### config.mk
export PLATFORM = sky130hd
export DESIGN_NAME = filter_peak_ctrl
export DESIGN_NICKNAME = d
export VERILOG_FILES = /design/src/rtl/filter_peak_ctrl.sv
export SDC_FILE = /design/constraint.sdc
export NUM_CORES = 1
export LEC_CHECK = 0
export ABC_AREA = 1
export CAP_MARGIN = 25
export CORE_MARGIN = 5
export CORE_UTILIZATION = 51
export CTS_CLUSTER_DIAMETER = 40
export DETAILED_ROUTE_END_ITERATION = 12
export HOLD_SLACK_MARGIN = 0.03
export PLACE_DENSITY = 0.73
export SYNTH_ARGS = -nofsm -noshare
export SYNTH_HDL_FRONTEND = slang
export SYNTH_SLANG_ARGS = --single-unit
export TNS_END_PERCENT = 5
### constraint.sdc
create_clock -name clk -period 2.15 [get_ports clk]
set_clock_uncertainty 0.05 [all_clocks]
set_input_delay 0.3225 -clock clk [delete_from_list [all_inputs] [get_ports clk]]
set_output_delay 0.3225 -clock clk [all_outputs]
set_load 0.005 [all_outputs]
### src/rtl/filter_peak_ctrl.sv
// filter_peak_ctrl: event controller behind the trapezoidal shaping filter.
// It arms on the shaped stream and tracks each pulse that rises above the
// threshold. It records the peak amplitude and the timestamp of the peak,
// then applies dead time and a track timeout. Events go to readout over a
// valid/ready handshake.
// Optional build macro: FILTER_PEAK_CTRL_BASELINE_EN adds a slow baseline
// estimator. Every compare and the peak itself then use the corrected sample.
module filter_peak_ctrl #(
    parameter int SIZE_FILTER_DATA = 16,
    parameter int TS_WIDTH         = 32,
    parameter int DEAD_TIME        = 16,
    parameter int MAX_TRACK        = 256,
    parameter int DROP_WIDTH       = 16
) (
    input  logic                               clk,
    input  logic                               reset,
    input  logic                               enable,
    input  logic signed [SIZE_FILTER_DATA-1:0] threshold,
    input  logic signed [SIZE_FILTER_DATA-1:0] filter_data,
    output logic                               evt_valid,
    input  logic                               evt_ready,
    output logic signed [SIZE_FILTER_DATA-1:0] evt_amplitude,
    output logic        [TS_WIDTH-1:0]         evt_timestamp,
    output logic                               evt_pileup,
    output logic                               busy,
    output logic        [DROP_WIDTH-1:0]       dropped_count
);

    localparam int DW     = SIZE_FILTER_DATA;
    localparam int TRK_W  = $clog2(MAX_TRACK + 1);
    localparam int DEAD_W = $clog2(DEAD_TIME + 1);

    typedef enum logic [1:0] {
        S_IDLE  = 2'd0,
        S_ARMED = 2'd1,
        S_TRACK = 2'd2,
        S_DEAD  = 2'd3
    } state_t;

    state_t                 state_q, state_d;
    logic [TS_WIDTH-1:0]    ts_q, ts_d;
    logic signed [DW-1:0]   peak_q, peak_d;
    logic [TS_WIDTH-1:0]    peak_ts_q, peak_ts_d;
    logic [TRK_W-1:0]       trk_cnt_q, trk_cnt_d;
    logic [DEAD_W-1:0]      dead_cnt_q, dead_cnt_d;
    logic                   evt_valid_q, evt_valid_d;
    logic signed [DW-1:0]   evt_amp_q, evt_amp_d;
    logic [TS_WIDTH-1:0]    evt_ts_q, evt_ts_d;
    logic                   evt_pileup_q, evt_pileup_d;
    logic                   busy_q, busy_d;
    logic [DROP_WIDTH-1:0]  dropped_q, dropped_d;

    logic signed [DW-1:0]   x_corr;
    logic                   above_thr;
    logic                   close_evt;
    logic                   close_pileup;

`ifdef FILTER_PEAK_CTRL_BASELINE_EN
    // The baseline has 4 fractional bits. Its integer part is subtracted from the raw sample.
    logic signed [DW+3:0]   bl_q, bl_d;
    logic signed [DW-1:0]   bl_int;
    logic signed [DW:0]     x_diff;
    logic signed [DW+4:0]   bl_err;
    logic signed [DW+4:0]   bl_step;

    // Corrected sample, saturated back into the filter data width.
    always_comb begin
        bl_int = bl_q[DW+3:4];
        x_diff = {filter_data[DW-1], filter_data} - {bl_int[DW-1], bl_int};
        if (x_diff[DW] != x_diff[DW-1]) begin
            x_corr = x_diff[DW] ? {1'b1, {(DW-1){1'b0}}} : {1'b0, {(DW-1){1'b1}}};
        end else begin
            x_corr = x_diff[DW-1:0];
        end
    end

    // First-order baseline follower. It only learns while waiting for a pulse.
    always_comb begin
        bl_err  = {filter_data[DW-1], filter_data, 4'b0000} - {bl_q[DW+3], bl_q};
        bl_step = bl_err >>> 4;
        bl_d    = bl_q;
        if (enable && state_q == S_ARMED) begin
            bl_d = bl_q + bl_step[DW+3:0];
        end
    end

    // Baseline register.
    always_ff @(posedge clk or negedge reset) begin
        if (!reset) begin
            bl_q <= '0;
        end else begin
            bl_q <= bl_d;
        end
    end
`else
    // With no baseline estimator, the sample is used as it arrives.
    always_comb begin
        x_corr = filter_data;
    end
`endif

    assign above_thr = (x_corr > threshold);

    // Next-state logic for the FSM, the timestamp, the peak tracker and the event register.
    always_comb begin
        state_d      = state_q;
        ts_d         = ts_q;
        peak_d       = peak_q;
        peak_ts_d    = peak_ts_q;
        trk_cnt_d    = trk_cnt_q;
        dead_cnt_d   = dead_cnt_q;
        evt_valid_d  = evt_valid_q;
        evt_amp_d    = evt_amp_q;
        evt_ts_d     = evt_ts_q;
        evt_pileup_d = evt_pileup_q;
        dropped_d    = dropped_q;
        close_evt    = 1'b0;
        close_pileup = 1'b0;

        if (enable) begin
            ts_d = ts_q + 1'b1;
        end

        if (!enable) begin
            // A disabled controller drops any track in progress.
            state_d = S_IDLE;
        end else begin
            unique case (state_q)
                S_IDLE: begin
                    state_d = S_ARMED;
                end
                S_ARMED: begin
                    if (above_thr) begin
                        state_d   = S_TRACK;
                        peak_d    = x_corr;
                        peak_ts_d = ts_q;
                        trk_cnt_d = TRK_W'(1);
                    end
                end
                S_TRACK: begin
                    if (trk_cnt_q == TRK_W'(MAX_TRACK)) begin
                        // Timeout has priority. This sample does not count toward the peak.
                        close_evt    = 1'b1;
                        close_pileup = 1'b1;
                    end else if (!above_thr) begin
                        close_evt = 1'b1;
                    end else begin
                        trk_cnt_d = trk_cnt_q + 1'b1;
                        // Strict compare, so the earliest of equal maxima is kept.
                        if (x_corr > peak_q) begin
                            peak_d    = x_corr;
                            peak_ts_d = ts_q;
                        end
                    end
                    if (close_evt) begin
                        state_d    = S_DEAD;
                        dead_cnt_d = DEAD_W'(DEAD_TIME);
                    end
                end
                S_DEAD: begin
                    if (dead_cnt_q == DEAD_W'(1)) begin
                        // Re-arm only once the signal is back below threshold.
                        if (!above_thr) begin
                            state_d = S_ARMED;
                        end
                    end else begin
                        dead_cnt_d = dead_cnt_q - 1'b1;
                    end
                end
                default: begin
                    state_d = S_IDLE;
                end
            endcase
        end

        // Handshake. A closing event may load in the same cycle the consumer takes the old one.
        if (evt_ready) begin
            evt_valid_d = 1'b0;
        end
        if (close_evt) begin
            if (!evt_valid_q || evt_ready) begin
                evt_valid_d  = 1'b1;
                evt_amp_d    = peak_q;
                evt_ts_d     = peak_ts_q;
                evt_pileup_d = close_pileup;
            end else if (dropped_q != {DROP_WIDTH{1'b1}}) begin
                dropped_d = dropped_q + 1'b1;
            end
        end

        busy_d = (state_d == S_TRACK) || (state_d == S_DEAD);
    end

    // State and datapath registers.
    always_ff @(posedge clk or negedge reset) begin
        if (!reset) begin
            state_q      <= S_IDLE;
            ts_q         <= '0;
            peak_q       <= '0;
            peak_ts_q    <= '0;
            trk_cnt_q    <= '0;
            dead_cnt_q   <= '0;
            evt_valid_q  <= 1'b0;
            evt_amp_q    <= '0;
            evt_ts_q     <= '0;
            evt_pileup_q <= 1'b0;
            busy_q       <= 1'b0;
            dropped_q    <= '0;
        end else begin
            state_q      <= state_d;
            ts_q         <= ts_d;
            peak_q       <= peak_d;
            peak_ts_q    <= peak_ts_d;
            trk_cnt_q    <= trk_cnt_d;
            dead_cnt_q   <= dead_cnt_d;
            evt_valid_q  <= evt_valid_d;
            evt_amp_q    <= evt_amp_d;
            evt_ts_q     <= evt_ts_d;
            evt_pileup_q <= evt_pileup_d;
            busy_q       <= busy_d;
            dropped_q    <= dropped_d;
        end
    end

    assign evt_valid     = evt_valid_q;
    assign evt_amplitude = evt_amp_q;
    assign evt_timestamp = evt_ts_q;
    assign evt_pileup    = evt_pileup_q;
    assign busy          = busy_q;
    assign dropped_count = dropped_q;

endmodule

# Yosys cells after proc, flatten, opt, wreduce, memory -nomap -nowiden
# Cells that the tools add are included.
# totals
elab_cells	79
in_bits	36
out_inout_bits	67
register_bits	163
# op_classes
addsub	4
bitwise	1
n_reduce_logical	11
n_lt_le_gt_ge	2
mux	35
eq_ne	14
# op_table
cell	count
$mux 32	4
$mux 16	4
$pmux 32 s2	1
$add 32x1->32 const B	1
$gt 16x16->1	2
$pmux 16 s2	1
$mux 9	3
$pmux 9 s2	1
$add 16x1->16 const B	1
$ne 16x16->1 const B	1
$mux 1	12
$ne 2x2->1 const B	6
$mux 2	5
$mux 5	2
$pmux 5 s2	1
$add 9x1->9 const B	1
$eq 9x9->1 const B	1
$eq 2x2->1 const B	4
$pmux 2 s4	1
$reduce_and 6->1	1
$eq 5x1->1 const B	1
$reduce_and 5->1	1
$sub 5x1->5 const B	1
$reduce_and 4->1	1
8 further kinds	10

# Depth between registers and ports, before layout
# logic_depth
word_depth	10
depth_mapped	20
ltp_nobuf	18

# Least setup slack after synthesis
# Ideal clock, no wire load.
# synth_path
path_kind	input -> register
startpoint	input threshold[15]
endpoint	register peak_q[5]
slack_ns	0.070
t_required_ns	1.983
arrival_ns	1.912
n_path_buf	2
setup_time_ns	0.117
path_stages	14
cell_sequence	inv_1 -> ha_1 -> a21oi_1 -> o21ai_1 -> a21oi_2 -> nand2_1 -> nand2_1 -> nand4_1 -> nand2_1 -> nand3_2 -> buf_4 -> buf_4 -> nand2_1 -> nand2_1
# synth_via
elab_chain_len	3
# synth_lines
element	line_no	source
start: declaration	18	input logic signed [SIZE_FILTER_DATA-1:0] threshold,
$gt 16x16->1 (*)	102	assign above_thr = (x_corr > threshold);
$ne 2x2->1 (no line)	n/a	
$reduce_and 6->1 (no line) (*)	n/a	
end signal: assignment	212	peak_q <= peak_d;
end: declaration	42	logic signed [DW-1:0] peak_q, peak_d;
# Mark *: on every way between the ends. The rest lies on a longest branch, timed or not.
# A chain may end at the register's enable or synchronous reset.

# Worst setup path after layout
# layout_path
startpoint	register peak_q[15]
endpoint	register peak_ts_q[17]
# layout_via
elab_chain_len	3
# layout_lines
element	line_no	source
$gt 16x16->1	150	if (x_corr > peak_q) begin
$ne 2x2->1 (no line)	n/a	
$reduce_and 6->1 (no line)	n/a	
end signal: assignment	213	peak_ts_q <= peak_ts_d;
end: declaration	43	logic [TS_WIDTH-1:0] peak_ts_q, peak_ts_d;
# Every way passes these cells.

==> impl_results.md <==
* Mapped Area at roughly 8300 um2
* DRC Markers at 0
* Synth cell types at 38
* Crit Path Class: flip-flop to flip-flop
* Area delta synth->final at 40.17%
* Crit-path max cell delay at between 0.3 and 0.4 ns
* CP Data Required Time at approximately 2.4 ns
* CTS tree: yes
* Relative slew slack at 66.48%
* Max-slew violations at 0
* CP max stage cell: dfrtp_1
* Final setup viols at between 100 and 150
* Number of flops mapped to enable cells by yosys at 0
* Clock Latency Late Sink at ~0.44 ns
* Placed cell count at around 1300
* Largest net degree at the start of global routing at between 50 and 60
* Initial antenna violation count at 1
* Post-synth top flop: dfrtp_1
* Initial Util at a little over half
* Register area share after synthesis at 48.94%
* Buf+Inv Stages, Crit Path at 3
* Ys Warns at 0
* Wire per inst at about 18 um
* Metal-1 WL at between 9000 and 10000 um
* Clk slew on worst S/H paths at 0.07 ns
* H-tree levels at 4
* Peak supply drop at around 0.64 mV
* Antenna Nets Post-Route at 0
* Number of max-cap violations at 0
* Worst Setup Start Kind: flip-flop
* Sink Count at between 150 and 200
* Top Family by Delay on Critical Path: simple AND/OR/NAND/NOR gates
* P_sw at about 3.6 mW
* Run status: complete, but fails checks
* Total Routing Usage GR at 22.77%
* Number of global-route vias before repair at between 6000 and 7000
* Most common cell on crit path: nand2_2
* Fin cells at 1376
* Syn avg cell area at 8.513 um2
* GPL Wtd Cong at slightly below 0.9
* Yosys reg bits at 163
* Power per Cell Area at 928.6 nW/um2
* Share of layout cells above drive strength 1 at 26.21%
* Synth async-reset ratio at 100.0%
* Final Hold Fails at 0
* Fin crit period at about 2.4 ns
* 1st-iter DRT viols at between 500 and 600
* Final worst setup slack at -0.2092 ns
* Syn_nets at 1053
* DIE AREA at approximately 19000 um2
* Routed met3 length at about 1500 um
* Switching share of power at around a third
* Worst Path Arrival at roughly 2.6 ns
* Measured slew at the worst slew-check pin at between 0.5 and 0.6 ns
* Final worst path period share at 109.7%
* Pre-antenna DRT Iters at 5
* Die W at 137.8 um
* First-pass GRT wire length at about 34000 um
* Via count at 7534
* Maximum buffer depth of the clock tree at 2
* Die Y at 137.8 um
* Crit path max fanout at 6
* Setup crit end kind: flip-flop
* Vias per cell at about 5.5
* Site Rows at 46
* Nets at 1223
* F_max at ~420 MHz
* Failing checks: setup timing
* Worst path cell trace: inv_2 -> ha_4 -> nand4_1 -> nor3_2 -> nand2_2 -> nand3_2 -> nand2_2 -> o21ai_4 -> nand3_4 -> buf_12 -> clkbuf_16 -> nand2_4 -> nand2_2
* Post-Syn Instances at around 1000
* I/O pins at slightly above 100
* DP Wirelength at 13120 um
* Int Pwr at between 7 and 8 mW
* Number of diodes at 0
* Grt ovf at 0
* Clock network fraction of total power at between 20 and 30%
* Total routed wirelength at between 20000 and 25000 um
* Worst min path class: input port to flip-flop
* Top sig layer: met5
* CTS Buf Count at 17
* I/O Buffers at 102
* RSZ-0062 raised after global routing: true
* Hold_ws at 0.1294 ns
* Combinational Power Share at around a third
* Leakage power at approximately 5.6 nW
* Root buf cell: clkbuf_16
* Metal2 WL at between 10000 and 15000 um
* Flop pwr share at around two fifths
* Core area at around 16000 um2
-- synthesized netlist by cell type (all sizes together) (11+ instances only) --
master  number  area share, %
a21oi       15           0.95
buf         25            2.1
clkbuf      11           0.50
dfrtp      163             49
ha          38            5.7
inv        123            5.5
nand2      285             13
nand3       43            3.0
nand4       72            5.6
nor2        53            2.6
nor3        17            1.3
o21ai       67            4.1
xnor2       19            2.0
xor2        32            3.4
-- area by class of cell --
type,instances,area [um2]
fill,1107,4260
clock buffer,19,432.9
inverter,123,461.7
tap,216,270.3
sequential,163,4080
multi-input combinational,657,4272
clock inverter,11,132.6
timing repair buffer,187,2033
-- repair_timing --
action                                 CTS  global route
endpoints found under the hold margin   38             0
setup endpoints to repair              121           131
gates resized for setup                 81           197
hold buffers                             1             0
gates cloned                             5            12
pin swaps                               20            37
buffers inserted                         9            10
-- sequential cells by signal, summed over array words and instances (netlist names), 5 cells and up --
name	flops
evt_amplitude	16
evt_timestamp	32
peak_ts_q	32
dropped_count	16
trk_cnt_q	9
peak_q	16
ts_q	32
dead_cnt_q	5
-- logic make-up (layout without fill, tap and decap cells) --
group	Yosys count	in the layout	synth area share, %
compound gates	87	87	5.465
xor+xnor	51	51	5.360
fa+ha+maj	38	38	5.705
buf+inv	159	340	8.092
flops	163	163	48.94
simple gates	481	481	26.44
-- path summary, 6_finish.rpt --
path / depth (start not counted) / startpoint / endpoint / slack (ns)
setup / recovery: 13 / peak_q[15] / peak_ts_q[17] / -0.21
hold / removal: 3 / filter_data[2] / peak_q[2] / 0.13
setup reg to reg: 13 / peak_q[15] / peak_ts_q[17] / -0.21
hold reg to reg: 2 / peak_ts_q[8] / peak_ts_q[8] / 0.42
max in group asynchronous: 3 / reset / evt_amplitude[1] / 1.11
min in group asynchronous: 2 / reset / peak_q[11] / 0.31
-- metrics by stage --
step           setup slack, ns  power, mW  util, %  setup TNS (ns)  cell area [um2]
3_5_place_dp           -0.6059      6.850    61.80          -68.71             9852
3_3_place_gp           -0.5589      6.743    61.80          -62.90             9852
6_report               -0.2092      10.85    73.28          -9.902            11680
2_1_floorplan          0.07030      5.543        -               0             8334
5_1_grt                -0.3280      11.40    73.28          -22.27            11680
4_1_cts               -0.05491      10.16    67.92          -1.590            10830
-- per-layer routing --
metal,track usage [%],vias up
li1,-,3509
met1,29.77,3662
met2,38.37,285
met3,5.004,76
met4,6.257,2
met5,0,-
-- layout by cell type, fill, tap and decap left out, types with 14 or more instances in the layout --
master / instances
buf_4: 50
clkbuf_16: 26
clkdlybuf4s50_1: 68
dfrtp_1: 162
dlygate4sd2_1: 17
ha_1: 18
ha_4: 19
inv_1: 100
inv_2: 23
nand2_1: 195
nand2_2: 75
nand2_4: 15
nand3_1: 34
nand4_1: 70
nor2_1: 46
o21ai_0: 14
o21ai_1: 43
xnor2_1: 19
xor2_1: 32
-- power by group through the flow --
stage               Clock, mW  Sequential (mW)  Combinational (mW)
floorplan                   0             4.16                1.38
global placement            0             4.21                2.54
detailed placement          0             4.22                2.63
CTS                      2.98             4.18                3.00
global route             3.14             4.36                3.90
finish                   2.98             4.29                3.58
-- worst register-to-register path, cell delays in order, from the launching register on --
cell and delay (ns):
dfrtp_1 0.38, inv_2 0.07, ha_4 0.27, nand4_1 0.14, nor3_2 0.29, nand2_2 0.11, nand3_2 0.08, nand2_2 0.06
o21ai_4 0.19, nand3_4 0.12, buf_12 0.19, clkbuf_16 0.17, nand2_4 0.07, nand2_2 0.05
No activity file was read; power rests on OpenSTA's default activity.
